--- config.mk ---
export PLATFORM = sky130hd
export DESIGN_NAME = hazard_ctrl
export DESIGN_NICKNAME = d
export VERILOG_FILES = /design/src/rtl/hazard_ctrl.sv
export SDC_FILE = /design/constraint.sdc
export NUM_CORES = 1
export LEC_CHECK = 0
export BUFFER_PORTS_ARGS = -buffer_cell sky130_fd_sc_hd__buf_2
export CAP_MARGIN = 40
export CORE_MARGIN = 10
export CORE_UTILIZATION = 35
export CTS_BUF_LIST = sky130_fd_sc_hd__clkbuf_8
export DETAILED_ROUTE_END_ITERATION = 8
export PLACE_DENSITY = 0.63
export SLEW_MARGIN = 10
export SYNTH_ARGS = -nofsm -noshare
export SYNTH_HDL_FRONTEND = slang
export SYNTH_SLANG_ARGS = --single-unit
--- constraint.sdc ---
create_clock -name clk -period 2.3 [get_ports clk]
set_input_delay 0.23 -clock clk [delete_from_list [all_inputs] [get_ports clk]]
set_output_delay 0.23 -clock clk [all_outputs]
set_load 0.01 [all_outputs]
--- src/rtl/hazard_ctrl.sv ---
// -----------------------------------------------------------------------------
// hazard_ctrl
//
// Pipeline hazard and stall controller for the 5-stage RV32I core. Sits beside
// the ID, EX and MEM stages and drives the stall/flush enables of the PC and
// the IF/ID, ID/EX, EX/MEM and MEM/WB pipeline registers. Resolves load-use
// hazards, taken branch/jump redirects and multi-cycle data-memory waits,
// detects data-memory timeouts and keeps saturating stall/flush counters.
//
// Parameters
//   TIMEOUT  maximum stalled cycles for one data-memory access (>= 2)
//   CNT_W    width of each performance counter
//
// Ports
//   clk, arst_n                 core clock, asynchronous active-low reset
//   id_rs1/id_rs2 (+_used)      sources read by the instruction in ID
//   ex_rd, ex_rf_en, ex_is_load destination info of the instruction in EX
//   ex_branch_taken             EX resolved a taken branch/jal/jalr
//   mem_req, mem_ready          MEM-stage access request / completion
//   cnt_clr                     synchronous clear of both counters
//   pc_stall, if_id_stall, if_id_flush, id_ex_stall, id_ex_flush,
//   ex_mem_stall, mem_wb_flush  pipeline register controls (combinational)
//   mem_err                     sticky memory-timeout error
//   cnt_stall, cnt_flush        saturating stall / flush cycle counters
// -----------------------------------------------------------------------------
module hazard_ctrl #(
    parameter int TIMEOUT = 16,
    parameter int CNT_W   = 32
) (
    input  logic             clk,
    input  logic             arst_n,
    input  logic [4:0]       id_rs1,
    input  logic [4:0]       id_rs2,
    input  logic             id_rs1_used,
    input  logic             id_rs2_used,
    input  logic [4:0]       ex_rd,
    input  logic             ex_rf_en,
    input  logic             ex_is_load,
    input  logic             ex_branch_taken,
    input  logic             mem_req,
    input  logic             mem_ready,
    input  logic             cnt_clr,
    output logic             pc_stall,
    output logic             if_id_stall,
    output logic             if_id_flush,
    output logic             id_ex_stall,
    output logic             id_ex_flush,
    output logic             ex_mem_stall,
    output logic             mem_wb_flush,
    output logic             mem_err,
    output logic [CNT_W-1:0] cnt_stall,
    output logic [CNT_W-1:0] cnt_flush
);

    localparam int WCW = $clog2(TIMEOUT + 1);
    localparam logic [WCW-1:0] WAIT_LAST = WCW'(TIMEOUT - 1);

    typedef enum logic [1:0] {
        RUN      = 2'd0,
        MEM_WAIT = 2'd1,
        ERR      = 2'd2
    } state_t;

    state_t           state_q, state_d;
    logic [WCW-1:0]   waitCnt_q, waitCnt_d;
    logic [CNT_W-1:0] cntStall_q, cntStall_d;
    logic [CNT_W-1:0] cntFlush_q, cntFlush_d;

    logic memWait;
    logic loadUse;
    logic freeze;

    assign memWait = mem_req && !mem_ready;

    // A load in EX whose result the ID instruction needs cannot be forwarded
    // in time; x0 never creates a dependency.
    assign loadUse = ex_is_load && ex_rf_en && (ex_rd != 5'd0) &&
                     ((id_rs1_used && (id_rs1 == ex_rd)) ||
                      (id_rs2_used && (id_rs2 == ex_rd)));

    // Once in ERR the pipeline stays frozen regardless of memory activity.
    assign freeze = (state_q == ERR) || memWait;

    // Next-state logic for the memory-wait tracker. wait_cnt holds the number
    // of stalled cycles already seen, so stalled cycle k sees wait_cnt = k-1
    // and the last permitted cycle is the one with wait_cnt = TIMEOUT-1.
    always_comb begin
        state_d   = state_q;
        waitCnt_d = waitCnt_q;
        case (state_q)
            RUN: begin
                if (memWait) begin
                    state_d   = MEM_WAIT;
                    waitCnt_d = WCW'(1);
                end else begin
                    waitCnt_d = '0;
                end
            end
            MEM_WAIT: begin
                if (mem_ready) begin
                    state_d   = RUN;
                    waitCnt_d = '0;
                end else begin
                    waitCnt_d = waitCnt_q + WCW'(1);
                    if (waitCnt_q == WAIT_LAST) begin
                        state_d = ERR;
                    end
                end
            end
            ERR: begin
                state_d = ERR;
            end
            default: begin
                state_d   = RUN;
                waitCnt_d = '0;
            end
        endcase
    end

    // Stall/flush priority: freeze, then redirect, then load-use. A redirect
    // wins over load-use because the ID instruction is discarded anyway, and
    // the PC must not be held so it can load the branch target.
    always_comb begin
        pc_stall     = 1'b0;
        if_id_stall  = 1'b0;
        if_id_flush  = 1'b0;
        id_ex_stall  = 1'b0;
        id_ex_flush  = 1'b0;
        ex_mem_stall = 1'b0;
        mem_wb_flush = 1'b0;
        if (arst_n) begin
            if (freeze) begin
                pc_stall     = 1'b1;
                if_id_stall  = 1'b1;
                id_ex_stall  = 1'b1;
                ex_mem_stall = 1'b1;
                mem_wb_flush = 1'b1;
            end else if (ex_branch_taken) begin
                if_id_flush  = 1'b1;
                id_ex_flush  = 1'b1;
            end else if (loadUse) begin
                pc_stall     = 1'b1;
                if_id_stall  = 1'b1;
                id_ex_flush  = 1'b1;
            end
        end
    end

    assign mem_err = arst_n && (state_q == ERR);

    // Saturating performance counters; a clear beats a same-cycle increment.
    always_comb begin
        cntStall_d = cntStall_q;
        cntFlush_d = cntFlush_q;
        if (cnt_clr) begin
            cntStall_d = '0;
            cntFlush_d = '0;
        end else begin
            if (pc_stall && (cntStall_q != {CNT_W{1'b1}})) begin
                cntStall_d = cntStall_q + CNT_W'(1);
            end
            if (if_id_flush && (cntFlush_q != {CNT_W{1'b1}})) begin
                cntFlush_d = cntFlush_q + CNT_W'(1);
            end
        end
    end

    assign cnt_stall = cntStall_q;
    assign cnt_flush = cntFlush_q;

    // State, wait counter and performance counters.
    always_ff @(posedge clk or negedge arst_n) begin
        if (!arst_n) begin
            state_q    <= RUN;
            waitCnt_q  <= '0;
            cntStall_q <= '0;
            cntFlush_q <= '0;
        end else begin
            state_q    <= state_d;
            waitCnt_q  <= waitCnt_d;
            cntStall_q <= cntStall_d;
            cntFlush_q <= cntFlush_d;
        end
    end

endmodule

==> results_dict.tcl, run 1 <==
set metrics [dict create \
    cts_made_buffers 9 \
    drc 0 \
    fin_ws_ns 0.0802 \
    post_cts_buffers 0 \
    status "complete, no violations" \
    diodes 0 \
    setup_violations 0 \
    critPathLaunchType "flop" \
    drt_iter0_markers 330 \
    r2r_slack_ns 0.12 \
    powerDensity_nw_per_um2 489 \
    syn_inst 445 \
    fp.dieH_um 128 \
    antenna_found_initial 0 \
    crit_type "flop to output port" \
    ys_async_sr_fraction_pct 100 \
    post-route-util_pct 45.3 \
    via_count 3795 \
    grt_pass1_vias 3781 \
    stdcell_area_um2 5170 \
    cts_sinks 71 \
    fillers 1107 \
    grt_use_total_pct 14.2 \
    maxSlewHeadroom_pct 53.9 \
    ant_nets 0 \
    hold_violations 0 \
    final_max_slew_viol_count 0 \
    cp_data_arrival_time_ns 1.99 \
    swShare_pct 23.9 \
    grt_pass1_wl_um 19300 \
    die_x_um 128 \
    crit_buf_inv 3 \
    min_period_over_period_pct 96.5 \
    ys_top_cells_by_area "dfrtp_1, nor2_1, xnor2_1, xor2_1, nand3_1" \
    ys_ff_latch 71 \
    nets 596 \
    hp-class "input port to asynchronous set/reset pin" \
    tightestPinTransition_ns 0.691 \
    dp_slack_ns 0.0826 \
    p_comb_share_pct 7.2 \
    syn_nets 474 \
    path_cells "nor2b_2 -> or4_4 -> inv_2 -> buf_6 -> buf_2" \
    ys_seq_area_share_pct 43.4 \
    fin_skew_ns 0.0123 \
    totalWireLength_um 11600 \
    crit_slowest_cell "or4_4" \
    min_period_ns 2.22 \
    cp_top_family "simple AND/OR/NAND/NOR gates" \
    cp_max_fo 13 \
    start_util_pct 35.9 \
    crit_required_ns 2.07 \
    cts_buffer_depth 2 \
    ios 97 \
    yosysWarnings 0 \
    viasPerCell 5.31 \
    placed_cell_area_um2 4930 \
    dr.pass1.iters 4 \
    p_int_mw 1.93 \
    seqPwrFrac_pct 49.7 \
    dp_hpwl_um 8520 \
    finalSetupTns_ns 0 \
    cts_htree_levels 3 \
    rows 39 \
    hold_ws_ns 0.0398 \
    drive_gt1_share_pct 29.4 \
    fmax_mhz 450 \
    grt-ovfl-total 0 \
    synth_top_area_cell "dfrtp_1" \
    coreArea_um2 11400 \
    clk_latency_ns 0.36 \
    syn_area_um2 4100 \
    clkPwrFrac_pct 43.1 \
    rsz0062_at_grt "true" \
    worst_setup_path_end_kind "output port" \
    gp_congestion 0.856 \
    clk_pin_slew_ns 0.08 \
    dieArea_um2 16400 \
    wl_per_cell_um 16.2 \
    cts_tree "done" \
    cpPeakStageDelay_ns 0.59 \
    irDropWorstVdd_uv 330 \
    grt_max_degree 53 \
    p_leak_nw 2.37 \
    synth-edff-count 0 \
    switchingPower_mw 0.603 \
    portBuffers 96 \
    yosys.area.top_type_share_pct 43.4 \
    synth_area_per_cell_um2 9.20 \
    maxCapViolCount 0 \
    area_growth_pct 26.3 \
    cts_root_buffer "clkbuf_8" \
    ys.flop_type "dfrtp_1" \
    ys_types 48 \
]
-- cell usage in the layout, fill, tap and decap left out, types with 13 or more instances in the layout --
cell     instances
buf_4           35
nor2_1          51
xor2_1          19
nand2_1         28
buf_2           95
xnor2_1         21
or4_1           16
a21oi_1         26
o31ai_1         15
nand3_1         29
inv_1           13
nand4_1         22
dfrtp_1         71
-- metal layers --
layer  GRT usage, %  part of all wire (%)  vias up  wire, um
li1               -                     -     1865         -
met1           17.2                    43     1841      4980
met2           23.6                    50       81      5810
met3           4.71                   6.2        8       716
met4           3.97                  0.75        0        87
met5              0                     0        -         0
-- power groups by stage --
stage / Clock [mW] / Sequential (mW) / Combinational [mW]
2_1_floorplan: 0 / 1.28 / 0.0838
6_report: 1.09 / 1.26 / 0.182
4_1_cts: 1.12 / 1.26 / 0.184
3_3_place_gp: 0 / 1.28 / 0.174
5_1_grt: 1.17 / 1.26 / 0.202
3_5_place_dp: 0 / 1.28 / 0.182
-- worst paths after layout --
kind | start | end | cells after the start
setup / recovery | state_q[1] | if_id_flush | 5
hold / removal | arst_n | cnt_stall[0] | 2
setup reg to reg | cnt_stall[23] | cnt_stall[23] | 7
hold reg to reg | waitCnt_q[4] | waitCnt_q[4] | 2
max in group asynchronous | arst_n | cnt_flush[2] | 3
min in group clk | mem_ready | state_q[0] | 2
-- cell families after synthesis --
logic type | share of synthesized area, %
simple gates | 29.3
flops | 43.4
compound gates | 11.1
xor+xnor | 8.55
buf+inv | 4.31
mux | 2.17
fa+ha+maj | 1.22
-- through the flow --
stage / cells / power, mW
2_1_floorplan: 445 / 1.37
3_3_place_gp: 697 / 1.46
3_5_place_dp: 698 / 1.46
4_1_cts: 715 / 2.56
5_1_grt: 715 / 2.63
6_report: 715 / 2.53
-- sequential cells by signal (all words and copies together), names as in the netlist --
register / cells
waitCnt_q: 5
cnt_flush: 32
state_q: 2
cnt_stall: 32
-- cells in the mapped netlist, types with 2 or more instances --
master / n
a21oi_1: 26
nor4b_1: 2
or4_4: 2
or3_1: 12
dfrtp_1: 71
a41o_1: 2
or4_1: 16
clkbuf_1: 12
nor2_1: 51
o21ai_0: 10
o21ai_1: 2
inv_1: 12
xnor2_1: 21
nand2b_1: 3
and4_1: 7
buf_4: 6
a22o_1: 3
o31ai_1: 15
mux2_2: 5
nand3_1: 29
nand4_1: 22
nand2_1: 28
a31o_2: 2
buf_6: 2
nor2b_1: 10
and2_1: 4
and3_1: 6
nor4_1: 11
a311oi_1: 2
mux2_1: 2
ha_1: 4
xor2_1: 19
buf_2: 3
or2b_1: 2
nor3_1: 8
-- worst register-to-register path, delay by kind of cell, from the launching register on --
family	cells	cell delay (ns)
simple gates	5	1.09
flops	1	0.41
mux	1	0.36
buf+inv	1	0.21
-- area by class of cell --
cell class | count | area [um^2] | share of cell area (%)
clock inverters | 7 | 88.8 | 1.72
clock buffers | 9 | 124 | 2.39
well taps | 143 | 179 | 3.46
flip-flops and latches | 71 | 1780 | 34.3
inverters | 13 | 48.8 | 0.943
multi-input cells | 338 | 2160 | 41.7
repair buffers | 134 | 800 | 15.5
-- timing repair --
action	4_1_cts	5_1_grt
setup endpoints to repair	0	9
hold buffers	1	0
gates resized for setup	0	5
endpoints found under the hold margin	19	0
Power figures use the tool's default switching activity.
==> run 2, diff against run 1 <==
--- a/config.mk
+++ b/config.mk
@@ -5,13 +5,13 @@
 export SDC_FILE = /design/constraint.sdc
 export NUM_CORES = 1
 export LEC_CHECK = 0
-export BUFFER_PORTS_ARGS = -buffer_cell sky130_fd_sc_hd__buf_2
 export CAP_MARGIN = 40
 export CORE_MARGIN = 10
 export CORE_UTILIZATION = 35
 export CTS_BUF_LIST = sky130_fd_sc_hd__clkbuf_8
 export DETAILED_ROUTE_END_ITERATION = 8
-export PLACE_DENSITY = 0.63
+export DONT_BUFFER_PORTS = 1
+export PLACE_DENSITY = 0.56
 export SLEW_MARGIN = 10
 export SYNTH_ARGS = -nofsm -noshare
 export SYNTH_HDL_FRONTEND = slang
==> run 2 against run 1 <==
- final cell count fell by 8.8%
- sequential power barely moved
- highest routed layer unchanged
- global-route usage grew 0.44 points
- critical path depth rose by 2
- non-clock buffer count shrank 63
- combinational power decreased by 21%
- critical endpoint is now cnt_stall[23]
==> results_dict.tcl, run 2 (synthesized netlist as in run 1, its figures left out) <==
set metrics [dict create \
    status "complete, no violations" \
    fp.dieH_um 128 \
    reg2reg_from "cnt_stall[29]" \
    cp_data_arrival_time_ns 2.39 \
    swShare_pct 24.3 \
    ant_nets 0 \
    p_comb_share_pct 6.0 \
    cts_buffer_depth 2 \
    grt_use_total_pct 14.7 \
    totalWireLength_um 11900 \
    grt_pass1_wl_um 19500 \
    final_cell_mix "dfrtp_1, buf_4, nor2_1" \
    powerDensity_nw_per_um2 484 \
    p_int_mw 1.81 \
    p_leak_nw 2.06 \
    clkPwrFrac_pct 41.5 \
    switchingPower_mw 0.584 \
    hold_ws_ns 0.0227 \
    crit_required_ns 2.55 \
    min_period_over_period_pct 92.9 \
    grt_max_degree 72 \
    drc 0 \
    drive_gt1_share_pct 20.6 \
    nets 533 \
    reg2reg_depth 7 \
    hold_end "cnt_stall[3]" \
    gp_congestion 0.778 \
    cts_sinks 71 \
    fmax_mhz 468 \
    coreArea_um2 11400 \
    layout_commonest_cell "dfrtp_1" \
    die_x_um 128 \
    start_util_pct 35.9 \
    viasPerCell 5.62 \
    rsz0062_at_grt "false" \
    fin_skew_ns 0.0165 \
    grt-ovfl-total 0 \
    cp_max_fo 48 \
    tightestPinTransition_ns 0.570 \
    via_count 3662 \
    power.total_mw 2.40 \
    worst_setup_path_end_kind "flop" \
    critPathLaunchType "flop" \
    cts_htree_levels 3 \
    rows 39 \
    crit_type "flop to flop" \
    cts_root_buffer "clkbuf_8" \
    final_max_slew_viol_count 0 \
    dp_hpwl_um 8270 \
    wl_per_cell_um 18.2 \
    hold_violations 0 \
    finalSetupTns_ns 0 \
    grt_pass1_vias 3751 \
    drt_iter0_markers 195 \
    clk_latency_ns 0.37 \
    seqPwrFrac_pct 52.5 \
    r2r_slack_ns 0.16 \
    ios 97 \
    irDropWorstVdd_uv 262 \
    cts_tree "done" \
    setup_violations 0 \
    diodes 0 \
    timing.rr.end "cnt_stall[23]" \
    hp-class "input port to flop" \
    dieArea_um2 16400 \
    maxSlewHeadroom_pct 61.7 \
    portBuffers 0 \
    hold_start "cnt_clr" \
    dr.pass1.iters 4 \
    whs_path_depth 2 \
    area_growth_pct 20.8 \
    clk_pin_slew_ns 0.08 \
    min_period_ns 2.14 \
    cts_made_buffers 9 \
    antenna_found_initial 0 \
    maxCapViolCount 0 \
]
-- run 2: cell count changes in the layout (fill, tap and decap cells not counted), sizes merged --
cell	change
buf	-64
clkinvlp	-2
dlygate4sd3	+1
clkinv	+1
bufinv	-2
clkbuf	+4
inv	-1
-- run 2: per-layer routing --
metal / global-route usage (%) / routed length (um)
met1: 16.6 / 4920
met2: 25.1 / 6000
met3: 4.76 / 787
met4: 5.50 / 166
met5: 0 / 0
-- run 2: worst max path at each step --
stage	startpoint	to	slack, ns	cells past startpoint
floorplan	cnt_stall[0]	cnt_stall[1]	0.07	9
global placement	cnt_flush[0]	cnt_flush[5]	0.18	7
detailed placement	state_q[1]	cnt_stall[23]	0.15	8
CTS	cnt_flush[0]	cnt_flush[5]	0.12	7
global route	state_q[1]	cnt_stall[25]	0.009	8
finish	cnt_stall[29]	cnt_stall[23]	0.16	7
-- run 2: timing repair --
action                     CTS  global route
setup endpoints to repair    0            16
buffers inserted             0             0
hold endpoints to repair   125             0
gates resized for setup      0             4
hold buffers                 4             0
-- run 2: power groups by stage --
stage               registers, mW  clock network [mW]  logic [mW]
finish                       1.26               0.994       0.144
global route                 1.26                1.07       0.163
CTS                          1.26                1.03       0.148
detailed placement           1.28                   0      0.0906
global placement             1.28                   0      0.0887
floorplan                    1.28                   0      0.0838
-- run 2: metrics by stage --
stage	setup WS (ns)	area [um^2]	util, %	std cells
floorplan	0.0736	4100	-	445
global placement	0.183	4660	40.8	632
detailed placement	0.152	4660	40.8	632
CTS	0.115	4930	43.2	652
global route	0.00948	4950	43.3	652
finish	0.162	4950	43.3	652
-- run 2: area by class of cell --
class / instances / area [um^2]
Tap cell: 143 / 179
Fill cell: 1135 / 6470
Clock buffer: 13 / 179
Inverter: 13 / 48.8
Timing Repair Buffer: 71 / 591
Multi-Input combinational cell: 338 / 2160
Clock inverter: 3 / 15.0
Sequential cell: 71 / 1780
-- run 2: worst max-delay path, cell delays in order (launching register included) --
cell and delay [ns]:
dfrtp_1 0.44, and2_1 0.20, and4_1 0.22, nand4_1 0.15, nand3_1 0.14, buf_12 0.21, nor4_2 0.30, mux2_1 0.36
==> run 3, diff against run 2 <==
--- a/config.mk
+++ b/config.mk
@@ -7,11 +7,11 @@
 export LEC_CHECK = 0
 export CAP_MARGIN = 40
 export CORE_MARGIN = 10
-export CORE_UTILIZATION = 35
+export CORE_UTILIZATION = 40
 export CTS_BUF_LIST = sky130_fd_sc_hd__clkbuf_8
 export DETAILED_ROUTE_END_ITERATION = 8
 export DONT_BUFFER_PORTS = 1
-export PLACE_DENSITY = 0.56
+export PLACE_DENSITY = 0.61
 export SLEW_MARGIN = 10
 export SYNTH_ARGS = -nofsm -noshare
 export SYNTH_HDL_FRONTEND = slang
==> run 3 against run 2 <==
- design area fell by 1.2%
- clock skew fell by 0.0053 ns
- die area fell by 11%
- combinational power barely moved
- largest power group unchanged
- utilization increased by 6.2 points
- critical path type unchanged
- largest cell class unchanged
==> results_dict.tcl, run 3 (synthesized netlist as in run 1, its figures left out) <==
set metrics [dict create \
    status "complete, no violations" \
    cts_root_buffer "clkbuf_8" \
    grt_pass1_vias 3619 \
    clk_pin_slew_ns 0.08 \
    fp.dieH_um 121 \
    tightestPinTransition_ns 0.600 \
    cp_max_fo 48 \
    rows 36 \
    final_cell_mix "dfrtp_1, buf_4, nor2_1" \
    gp_congestion 0.833 \
    reg2reg_depth 7 \
    ant_nets 0 \
    irDropWorstVdd_uv 238 \
    timing.rr.end "cnt_stall[17]" \
    totalWireLength_um 11300 \
    min_period_ns 2.14 \
    post_cts_buffers 0 \
    r2r_slack_ns 0.16 \
    maxSlewHeadroom_pct 59.7 \
    powerDensity_nw_per_um2 490 \
    grt_max_degree 72 \
    cp_data_arrival_time_ns 2.37 \
    seqPwrFrac_pct 52.6 \
    grt-ovfl-total 0 \
    dp_hpwl_um 7920 \
    swShare_pct 23.7 \
    clkPwrFrac_pct 41.4 \
    cts_made_buffers 9 \
    stdcell_area_um2 4890 \
    die_x_um 121 \
    stdcell_count 637 \
    hold_start "cnt_clr" \
    cts_tree "done" \
    drt_iter0_markers 182 \
    crit_required_ns 2.53 \
    fmax_mhz 467 \
    crit_end "cnt_stall[17]" \
    dr.pass1.iters 4 \
    coreArea_um2 9860 \
    hold_violations 0 \
    fin_skew_ns 0.0112 \
    cts_buffer_depth 2 \
    placed_cell_area_um2 4610 \
    drc 0 \
    maxCapViolCount 0 \
    power.total_mw 2.39 \
    diodes 0 \
    dieArea_um2 14700 \
    startpoint "cnt_stall[29]" \
    placed_cells 617 \
    grt_pass1_wl_um 18800 \
    layout_commonest_cell "dfrtp_1" \
    antenna_found_initial 0 \
    post-route-util_pct 49.5 \
    critPathLaunchType "flop" \
    p_leak_nw 2.04 \
    rsz0062_at_grt "false" \
    via_count 3623 \
    ios 97 \
    crit_type "flop to flop" \
    drive_gt1_share_pct 19.0 \
    area_growth_pct 19.3 \
    start_util_pct 41.5 \
    clk_latency_ns 0.34 \
    viasPerCell 5.69 \
    fillers 942 \
    nets 528 \
    worst_setup_path_end_kind "flop" \
    wl_per_cell_um 17.8 \
    cts_sinks 71 \
    portBuffers 0 \
    switchingPower_mw 0.568 \
    final_max_slew_viol_count 0 \
    p_int_mw 1.82 \
    setup_violations 0 \
    p_comb_share_pct 6.0 \
    hp-class "input port to flop" \
    min_period_over_period_pct 93.0 \
    cts_htree_levels 3 \
    grt_use_total_pct 15.6 \
    finalSetupTns_ns 0 \
    reg2reg_from "cnt_stall[29]" \
]
## run 3: critical path, cell delays in order, from the launching register on
cell and delay [ns]:
dfrtp_1 0.44, and2_1 0.20, and4_1 0.21, nand4_1 0.14, nand3_1 0.14, buf_12 0.22, nor4_1 0.31, mux2_2 0.37
## run 3: cell type report
| cell class | instances | area [um^2] | share of cell area (%) |
|---|---|---|---|
| timing repair buffer | 66 | 553 | 11.3 |
| inverter | 13 | 48.8 | 0.999 |
| clock inverter | 6 | 52.6 | 1.08 |
| multi-input combinational | 338 | 2150 | 44.0 |
| clock buffer | 10 | 138 | 2.82 |
| tap | 133 | 166 | 3.41 |
| sequential | 71 | 1780 | 36.4 |
## run 3: how the worst min path moves through the flow
| stage | endpoint | slack, ns | cells after the start |
|---|---|---|---|
| 6_report | cnt_stall[3] | 0.05 | 2 |
| 5_1_grt | cnt_stall[3] | 0.04 | 2 |
| 4_1_cts | cnt_stall[3] | 0.03 | 2 |
| 3_5_place_dp | cnt_stall[20] | -0.06 | 0 |
| 3_3_place_gp | cnt_stall[3] | -0.06 | 0 |
| 2_1_floorplan | cnt_flush[0] | -0.07 | 0 |
## run 3: stage by stage
step / setup WS [ns] / hold WS (ns)
global route: 0.0350 / 0.0423
floorplan: 0.0736 / -0.0656
CTS: 0.156 / 0.0308
finish: 0.160 / 0.0516
detailed placement: 0.166 / -0.0626
global placement: 0.229 / -0.0618
## run 3: per-layer routing
| metal | share of wire (%) | track usage, % |
|---|---|---|
| met5 | 0 | 0 |
| met2 | 48 | 25.2 |
| met3 | 8.3 | 5.77 |
| met1 | 41 | 18.5 |
| met4 | 1.8 | 6.18 |
## run 3: power by group through the flow
| stage | registers, mW | clock network [mW] | logic, mW |
|---|---|---|---|
| after floorplan | 1.28 | 0 | 0.0838 |
| after global placement | 1.28 | 0 | 0.0867 |
| after CTS | 1.26 | 1.02 | 0.146 |
| final | 1.26 | 0.991 | 0.143 |
| after detailed placement | 1.28 | 0 | 0.0889 |
| after global routing | 1.26 | 1.06 | 0.160 |
## run 3: repair_timing
| item | 4_1_cts | 5_1_grt |
|---|---|---|
| resized for setup | 0 | 2 |
| setup endpoints to repair | 0 | 6 |
| hold endpoints to repair | 125 | 0 |
| hold buffers | 4 | 0 |
